$ cat config.mk
export PLATFORM = sky130hd
export DESIGN_NAME = opendap_dp_core
export DESIGN_NICKNAME = d
export VERILOG_FILES = /design/src/rtl/opendap_dp_pkg.sv /design/src/rtl/opendap_dp_ap_tracker.sv /design/src/rtl/opendap_dp_core.sv
export SDC_FILE = /design/constraint.sdc
export NUM_CORES = 1
export LEC_CHECK = 0
export BUFFER_PORTS_ARGS = -buffer_cell sky130_fd_sc_hd__buf_2
export CAP_MARGIN = 20
export CORE_UTILIZATION = 58
export CTS_BUF_LIST = sky130_fd_sc_hd__clkbuf_16
export CTS_CLUSTER_SIZE = 8
export DETAILED_ROUTE_END_ITERATION = 8
export PLACE_DENSITY = 0.94
export RECOVER_POWER = 50
export SLEW_MARGIN = 20
export SYNTH_ARGS = -nofsm -noshare
export SYNTH_HDL_FRONTEND = slang
export SYNTH_SLANG_ARGS = --single-unit
export TNS_END_PERCENT = 5
$ cat constraint.sdc
create_clock -name swclk -period 4.1 [get_ports swclk]
set_clock_uncertainty 0.15 [all_clocks]
set_input_delay 0.41 -clock swclk [delete_from_list [all_inputs] [get_ports swclk]]
set_output_delay 0.41 -clock swclk [all_outputs]
set_load 0.01 [all_outputs]
$ cat src/rtl/opendap_dp_pkg.sv
// Shared constants and payload types for the DPv2 register core and AP tracker.
package opendap_dp_pkg;

    localparam logic [1:0] ACK_OK    = 2'b01;
    localparam logic [1:0] ACK_WAIT  = 2'b10;
    localparam logic [1:0] ACK_FAULT = 2'b00;

    // DP register addresses A[3:2]; read and write functions share an address
    localparam logic [1:0] A_DPIDR_ABORT      = 2'd0;
    localparam logic [1:0] A_CTRL_BANKED      = 2'd1;
    localparam logic [1:0] A_RESEND_SELECT    = 2'd2;
    localparam logic [1:0] A_RDBUFF_TARGETSEL = 2'd3;

    localparam logic [3:0] BANK_CTRL      = 4'd0;
    localparam logic [3:0] BANK_DLCR      = 4'd1;
    localparam logic [3:0] BANK_TARGETID  = 4'd2;
    localparam logic [3:0] BANK_DLPIDR    = 4'd3;
    localparam logic [3:0] BANK_EVENTSTAT = 4'd4;

    localparam logic [31:0] DLCR_VALUE = 32'h0000_0040;

    localparam int unsigned CSYSPWRUPACK_BIT = 31;
    localparam int unsigned CSYSPWRUPREQ_BIT = 30;
    localparam int unsigned CDBGPWRUPACK_BIT = 29;
    localparam int unsigned CDBGPWRUPREQ_BIT = 28;
    localparam int unsigned WDATAERR_BIT     = 7;
    localparam int unsigned READOK_BIT       = 6;
    localparam int unsigned STICKYERR_BIT    = 5;
    localparam int unsigned STICKYORUN_BIT   = 1;
    localparam int unsigned ORUNDETECT_BIT   = 0;

    localparam int unsigned ABORT_DAPABORT   = 0;
    localparam int unsigned ABORT_STKERRCLR  = 2;
    localparam int unsigned ABORT_WDERRCLR   = 3;
    localparam int unsigned ABORT_ORUNERRCLR = 4;

    typedef struct packed {
        logic [7:0] apsel;
        logic [3:0] apbank;
        logic [3:0] dpbank;
    } select_t;

    typedef struct packed {
        logic [7:0]  sel;
        logic [5:0]  addr;
        logic [31:0] wdata;
    } ap_req_t;

endpackage

$ cat src/rtl/opendap_dp_ap_tracker.sv
// Outstanding AP transaction tracker: launch strobes, held bus fields, posted-read
// buffer, READOK and DAPABORT. Out-of-range APs complete internally one cycle later.
module opendap_dp_ap_tracker
    import opendap_dp_pkg::*;
(
    input  logic        clk,
    input  logic        rst_n,
    input  logic        launch,
    input  logic        launch_read,
    input  logic        launch_dummy,
    input  ap_req_t     req,
    input  logic        abort_req,
    input  logic        ap_rdy,
    input  logic [31:0] ap_rdata,
    input  logic        ap_err,
    output logic [7:0]  ap_sel,
    output logic [5:0]  ap_addr,
    output logic [31:0] ap_wdata,
    output logic        ap_wen,
    output logic        ap_ren,
    output logic        ap_abort,
    output logic        busy_c,
    output logic        readok_c,
    output logic        err_c,
    output logic [31:0] rdbuff_c
);

    logic        busy;
    logic        pend_read;
    logic        dummy;
    logic        readok;
    logic [31:0] rdbuff;
    logic        complete;
    logic        err_eff;
    logic [31:0] rdata_eff;

    // Post-completion view so a header in the ap_rdy cycle sees the finished state
    assign complete  = busy & (dummy | ap_rdy);
    assign rdata_eff = dummy ? 32'h0 : ap_rdata;
    assign err_eff   = ~dummy & ap_err;
    assign busy_c    = busy & ~complete;
    assign err_c     = complete & err_eff;
    assign readok_c  = (complete & pend_read) ? ~err_eff : readok;
    assign rdbuff_c  = (complete & pend_read) ? rdata_eff : rdbuff;

    always_ff @(posedge clk or negedge rst_n) begin
        if (!rst_n) begin
            busy      <= 1'b0;
            pend_read <= 1'b0;
            dummy     <= 1'b0;
            readok    <= 1'b0;
            rdbuff    <= 32'h0;
            ap_sel    <= 8'h0;
            ap_addr   <= 6'h0;
            ap_wdata  <= 32'h0;
            ap_wen    <= 1'b0;
            ap_ren    <= 1'b0;
            ap_abort  <= 1'b0;
        end else begin
            ap_wen   <= launch & ~launch_read & ~launch_dummy;
            ap_ren   <= launch & launch_read & ~launch_dummy;
            ap_abort <= abort_req & busy_c;
            rdbuff   <= rdbuff_c;
            readok   <= readok_c;
            if (launch) begin
                busy      <= 1'b1;
                pend_read <= launch_read;
                dummy     <= launch_dummy;
                ap_sel    <= req.sel;
                ap_addr   <= req.addr;
                ap_wdata  <= req.wdata;
                if (launch_read) begin
                    readok <= 1'b0;
                end
            end else if (complete || (abort_req && busy_c)) begin
                busy  <= 1'b0;
                dummy <= 1'b0;
            end
        end
    end

endmodule

$ cat src/rtl/opendap_dp_core.sv
// DPv2 register file and header response decoder in front of the AP transaction tracker.
module opendap_dp_core
    import opendap_dp_pkg::*;
#(
    parameter logic [31:0] DPIDR        = 32'hdeadbeef,
    parameter logic [31:0] TARGETID     = 32'hbaadf00d,
    parameter int unsigned N_APS        = 1,
    parameter bit          EVENTSTAT_EN = 1'b1
) (
    input  logic        swclk,
    input  logic        rst_n,
    input  logic        hdr_valid,
    input  logic [1:0]  hdr_addr,
    input  logic        hdr_r_nw,
    input  logic        hdr_ap_ndp,
    output logic [1:0]  hdr_resp,
    input  logic        host_en,
    input  logic [31:0] host_wdata,
    output logic [31:0] host_rdata,
    output logic        host_protocol_err,
    output logic        cdbgpwrupreq,
    output logic        csyspwrupreq,
    input  logic        cdbgpwrupack,
    input  logic        csyspwrupack,
    input  logic [3:0]  instid,
    input  logic        eventstat,
    output logic [7:0]  ap_sel,
    output logic [5:0]  ap_addr,
    output logic [31:0] ap_wdata,
    output logic        ap_wen,
    output logic        ap_ren,
    output logic        ap_abort,
    input  logic        ap_rdy,
    input  logic [31:0] ap_rdata,
    input  logic        ap_err
);

    localparam logic [8:0] N_APS_W = 9'(N_APS);

    select_t     sel_q;
    logic        orundetect, stickyorun, stickyerr, wdataerr;
    logic        resend_ok;
    logic [31:0] resend_data;
    logic        busy_c, readok_c, err_c;
    logic [31:0] rdbuff_c;
    logic [1:0]  resp_c;
    logic        set_orun;
    logic [31:0] bank_rdata, rdata_c;

    logic dp_rd, dp_wr, ctrl_rd, dpidr_rd, resend_rd, rdbuff_rd;
    logic abort_wr, ctrl_wr, dlcr_wr, select_wr, tsel_wr;
    logic exempt, sticky_any, need_wait, commit;

    assign dp_rd     = ~hdr_ap_ndp & hdr_r_nw;
    assign dp_wr     = ~hdr_ap_ndp & ~hdr_r_nw;
    assign dpidr_rd  = dp_rd & (hdr_addr == A_DPIDR_ABORT);
    assign ctrl_rd   = dp_rd & (hdr_addr == A_CTRL_BANKED) & (sel_q.dpbank == BANK_CTRL);
    assign resend_rd = dp_rd & (hdr_addr == A_RESEND_SELECT);
    assign rdbuff_rd = dp_rd & (hdr_addr == A_RDBUFF_TARGETSEL);
    assign abort_wr  = dp_wr & (hdr_addr == A_DPIDR_ABORT);
    assign ctrl_wr   = dp_wr & (hdr_addr == A_CTRL_BANKED) & (sel_q.dpbank == BANK_CTRL);
    assign dlcr_wr   = dp_wr & (hdr_addr == A_CTRL_BANKED) & (sel_q.dpbank == BANK_DLCR);
    assign select_wr = dp_wr & (hdr_addr == A_RESEND_SELECT);
    assign tsel_wr   = dp_wr & (hdr_addr == A_RDBUFF_TARGETSEL);

    assign exempt     = dpidr_rd | ctrl_rd | abort_wr | tsel_wr;
    assign sticky_any = stickyorun | stickyerr | wdataerr;
    assign need_wait  = busy_c & (hdr_ap_ndp | rdbuff_rd);

    // Response priority: sticky FAULT, then WAIT (or overrun FAULT), then OK
    always_comb begin
        resp_c   = ACK_OK;
        set_orun = 1'b0;
        if (sticky_any && !exempt) begin
            resp_c = ACK_FAULT;
        end else if (need_wait) begin
            if (orundetect) begin
                resp_c   = ACK_FAULT;
                set_orun = hdr_valid;
            end else begin
                resp_c = ACK_WAIT;
            end
        end
    end

    assign hdr_resp = hdr_valid ? resp_c : ACK_FAULT;
    assign commit   = host_en & hdr_valid & (resp_c == ACK_OK);

    always_comb begin
        bank_rdata = 32'h0;
        case (sel_q.dpbank)
            BANK_CTRL: begin
                bank_rdata[CSYSPWRUPACK_BIT] = csyspwrupack;
                bank_rdata[CSYSPWRUPREQ_BIT] = csyspwrupreq;
                bank_rdata[CDBGPWRUPACK_BIT] = cdbgpwrupack;
                bank_rdata[CDBGPWRUPREQ_BIT] = cdbgpwrupreq;
                bank_rdata[WDATAERR_BIT]     = wdataerr;
                bank_rdata[READOK_BIT]       = readok_c;
                bank_rdata[STICKYERR_BIT]    = stickyerr;
                bank_rdata[STICKYORUN_BIT]   = stickyorun;
                bank_rdata[ORUNDETECT_BIT]   = orundetect;
            end
            BANK_DLCR:      bank_rdata = DLCR_VALUE;
            BANK_TARGETID:  bank_rdata = TARGETID;
            BANK_DLPIDR:    bank_rdata = {instid, 24'h0, 4'h1};
            BANK_EVENTSTAT: bank_rdata[0] = EVENTSTAT_EN & eventstat;
            default:        bank_rdata = 32'h0;
        endcase
    end

    always_comb begin
        rdata_c = 32'h0;
        if (hdr_ap_ndp) begin
            rdata_c = rdbuff_c;
        end else begin
            case (hdr_addr)
                A_DPIDR_ABORT:      rdata_c = DPIDR;
                A_CTRL_BANKED:      rdata_c = bank_rdata;
                A_RESEND_SELECT:    rdata_c = resend_ok ? resend_data : 32'h0;
                A_RDBUFF_TARGETSEL: rdata_c = rdbuff_c;
                default:            rdata_c = 32'h0;
            endcase
        end
    end

    assign host_rdata = hdr_valid ? rdata_c : 32'h0;

    always_ff @(posedge swclk or negedge rst_n) begin
        if (!rst_n) begin
            sel_q             <= '0;
            orundetect        <= 1'b0;
            stickyorun        <= 1'b0;
            stickyerr         <= 1'b0;
            wdataerr          <= 1'b0;
            cdbgpwrupreq      <= 1'b0;
            csyspwrupreq      <= 1'b0;
            resend_ok         <= 1'b0;
            resend_data       <= 32'h0;
            host_protocol_err <= 1'b0;
        end else begin
            host_protocol_err <= 1'b0;
            if (commit) begin
                if (abort_wr) begin
                    if (host_wdata[ABORT_STKERRCLR])  stickyerr  <= 1'b0;
                    if (host_wdata[ABORT_WDERRCLR])   wdataerr   <= 1'b0;
                    if (host_wdata[ABORT_ORUNERRCLR]) stickyorun <= 1'b0;
                end
                if (ctrl_wr) begin
                    csyspwrupreq <= host_wdata[CSYSPWRUPREQ_BIT];
                    cdbgpwrupreq <= host_wdata[CDBGPWRUPREQ_BIT];
                    orundetect   <= host_wdata[ORUNDETECT_BIT];
                end
                if (select_wr) begin
                    sel_q <= '{apsel: host_wdata[31:24], apbank: host_wdata[7:4],
                               dpbank: host_wdata[3:0]};
                end
                // RESEND itself keeps the saved data so it may be repeated
                if (hdr_ap_ndp || rdbuff_rd) begin
                    resend_ok   <= 1'b1;
                    resend_data <= rdata_c;
                end else if (!resend_rd) begin
                    resend_ok <= 1'b0;
                end
                host_protocol_err <= (resend_rd & ~resend_ok) | (dlcr_wr & (|host_wdata[9:8]));
            end
            if (set_orun) stickyorun <= 1'b1;
            if (err_c)    stickyerr  <= 1'b1;
        end
    end

    opendap_dp_ap_tracker u_tracker (
        .clk          (swclk),
        .rst_n        (rst_n),
        .launch       (commit & hdr_ap_ndp),
        .launch_read  (hdr_r_nw),
        .launch_dummy ({1'b0, sel_q.apsel} >= N_APS_W),
        .req          ('{sel: sel_q.apsel, addr: {sel_q.apbank, hdr_addr}, wdata: host_wdata}),
        .abort_req    (commit & abort_wr & host_wdata[ABORT_DAPABORT]),
        .ap_rdy       (ap_rdy),
        .ap_rdata     (ap_rdata),
        .ap_err       (ap_err),
        .ap_sel       (ap_sel),
        .ap_addr      (ap_addr),
        .ap_wdata     (ap_wdata),
        .ap_wen       (ap_wen),
        .ap_ren       (ap_ren),
        .ap_abort     (ap_abort),
        .busy_c       (busy_c),
        .readok_c     (readok_c),
        .err_c        (err_c),
        .rdbuff_c     (rdbuff_c)
    );

endmodule

==> reports/results.ini <==
[status]
status=finished, violations left
failed_checks=max-capacitance violations, max-slew violations

[critical_path]
reg2regPathDepth=5
rrSetupSlack_ns=1.22
critPathKind=reg -> out
critPathSlowestCell=nand2_1
critPathArrivalTime_ns=2.99
critPathMostFrequentCell=o21ai_0
crit_family=compound AO/OA/AOI/OAI gates
r2r_end=u_tracker.ap_sel[2]$_DFFE_PN0P_
path_cells=nand2_1 > o21ai_0 > o21ai_0 > a221o_1 > and2_1 > buf_2
cp_max_fo=31
max_stage_delay_ns=0.65
crit_path_start=u_tracker.busy$_DFFE_PN0P_
required_ns=3.54
crit_path_start_kind=flip-flop
critPathBufInv=1
end_kind=output port
rr_startpoint=sel_q[1]$_DFFE_PN0P_

[route]
drtIter0Drc=699
routed_via_density=6.180
vias=5661
route.detailed.drc=0
routed_wl_um=18630
routedWlPerCell_um=20.34
ant_nets=0
drt_first_pass_iters=6

[clock_network]
postCtsSetupBuffers=0
cts_max_level=4
path_clk_slew_ns=0.06
clock_latency_ns=0.43
ctsResizeCount=0
clkSinkCount=140
cts_buffers=17
hold_buffers=1
cts_tree=yes
clockRootBuffer=clkbuf_16
clock_path_buffers=2

[logic_synthesis]
synth_cells=606
ys_seq_area_share_pct=51.23
synth_xor_area_share_pct=0.1281
synth.area.mux_share_pct=17.33
synth_compound_area_share_pct=13.63
synth_top_family_by_area=multiplexers
synth-edff-count=0
ys_warn_count=0
synthAdderAreaFrac_pct=0
synth_cell_types=58
synthArstFlopShare_pct=100.0
synth_ff_type=dfrtp_1
syn_area_um2=6839
synth_fp_nets=687
synthSimpleGateAreaFrac_pct=13.87
syn_area_per_cell_um2=11.29
synth_seq_cells=140

[floorplan]
core_area_um2=11470
die_w_um=110.6
rows=39
dieArea_um2=12230
initial_core_util_pct=59.64
die_h_um=110.6
io_pins=167

[worst_hold_path]
whs_path_depth=2
hold_end=u_tracker.ap_wdata[22]$_DFFE_PN0P_
holdCritStartpoint=host_wdata[22]
hold_path.class=in -> reg

[job]
max_cap_viol_count=1

[timing]
drv_slew=37
slew_headroom_pct=-31.94
fmax_ghz=0.2818
post-route-period-util_pct=86.56
rsz0062_at_grt=no
setup_tns_ns=0
timing_hold_violations_final=0
period_needed_ns=3.549
worst_pin_slew_ns=1.979
finalSetupViolCount=0

[layout]
syn_to_final_growth_pct=20.53
drive_above_1_share_pct=31.30
final_core_util_pct=71.88
mostFrequentLayoutCell=dfrtp_1
final_nets=838
mostFrequentLayoutCells=dfrtp_1, buf_2, nand2_1, mux2_4, clkbuf_1
final_area_um2=8243
nFillCells=771

[global_routing]
grt_pass1_wl_um=30090
grt_pass1_vias=5694
grt_antenna_before_repair=3
grt_usage_pct=31.47
grt_remaining_overflow=0
grt_max_degree=62

[power]
p_per_area_nw_per_um2=541.5
ir_drop_mv=0.4909
power_mw=4.464
total_leakage_power_nw=3.945

[place]
place_hpwl_um=12250
numPortBuffers=166
dpl_cell_area_um2=7684
place.gp.congestion=0.9705

[Yosys cell counts, drive strengths merged, types with 2 or more instances]
library cell  number  area (um2)
nand2b             5       31.28
nor3b              4       40.03
a31oi              2       12.51
nand3             16       80.08
nor3               6       30.03
o41ai              2       36.29
and4               3       26.28
a22oi              7       52.55
nor2              26       97.59
nor2b              9       56.30
or3b               2       17.52
a21oi             50       250.2
a211oi             2       15.01
nor4               5       61.31
or2                2       12.51
buf               17       137.6
mux2              85        1175
clkbuf            27       101.4
nand2             73       274.0
or4                3       22.52
and3               2       12.51
a221o              5       50.05
inv                6       22.52
a21boi             3       22.52
and2              21       131.4
dfrtp            140        3503
o2bb2ai           13       113.9
o21ai             50       250.2
[through the flow]
stage / std cells / hold slack, ns / setup WS (ns)
after floorplan: 606 / -0.03559 / 1.644
final: 916 / 0.06279 / 0.5510
after CTS: 913 / 0.05482 / 0.6376
after detailed placement: 880 / 0.2646 / 1.047
after global placement: 880 / 0.2564 / 1.125
after global routing: 916 / 0.05350 / 0.3870
[sequential cells by signal, summed over array words and instances (netlist names)]
| name | cells |
|---|---|
| u_tracker.dummy | 1 |
| resend_ok | 1 |
| csyspwrupreq | 1 |
| u_tracker.readok | 1 |
| orundetect | 1 |
| stickyorun | 1 |
| u_tracker.rdbuff | 32 |
| u_tracker.pend_read | 1 |
| u_tracker.ap_ren | 1 |
| u_tracker.ap_sel | 8 |
| cdbgpwrupreq | 1 |
| host_protocol_err | 1 |
| u_tracker.ap_wdata | 32 |
| resend_data | 32 |
| stickyerr | 1 |
| u_tracker.ap_wen | 1 |
| u_tracker.ap_addr | 6 |
| sel_q | 16 |
| u_tracker.ap_abort | 1 |
| u_tracker.busy | 1 |
[layer usage]
layer | GRT usage, % | up-vias | share of wire, %
li1 | - | 2460 | -
met1 | 40.23 | 2807 | 40
met2 | 49.44 | 324 | 49
met3 | 8.068 | 70 | 7.6
met4 | 16.62 | 0 | 3.9
met5 | 0 | - | 0
[area by class of cell]
| class | instances | area, um2 | share of cell area (%) |
|---|---|---|---|
| Inverter | 6 | 22.52 | 0.2732 |
| Sequential cell | 140 | 3503 | 42.50 |
| Timing Repair Buffer | 176 | 843.3 | 10.23 |
| Tap cell | 143 | 178.9 | 2.171 |
| Clock inverter | 15 | 187.7 | 2.277 |
| Antenna cell | 3 | 7.507 | 0.09107 |
| Clock buffer | 17 | 425.4 | 5.161 |
| Multi-Input combinational cell | 416 | 3074 | 37.30 |
[power by group]
group / switching (mW) / internal (mW)
Sequential: 0.213 / 1.68
Combinational: 0.514 / 0.454
Clock: 0.638 / 0.967
Total: 1.36 / 3.10
[how the worst max path moves through the flow]
| stage | to | slack (ns) | cells past startpoint |
|---|---|---|---|
| after floorplan | host_rdata[12] | 1.64 | 7 |
| after global placement | host_rdata[0] | 1.13 | 7 |
| after detailed placement | host_rdata[6] | 1.05 | 7 |
| after CTS | host_rdata[5] | 0.64 | 6 |
| after global routing | host_rdata[1] | 0.39 | 6 |
| final | host_rdata[5] | 0.55 | 6 |
[kinds of logic after synthesis]
group	Yosys count
simple gates	182
buf+inv	50
xor+xnor	1
compound gates	147
flops	140
mux	86
No activity file was read; power rests on OpenSTA's default activity.
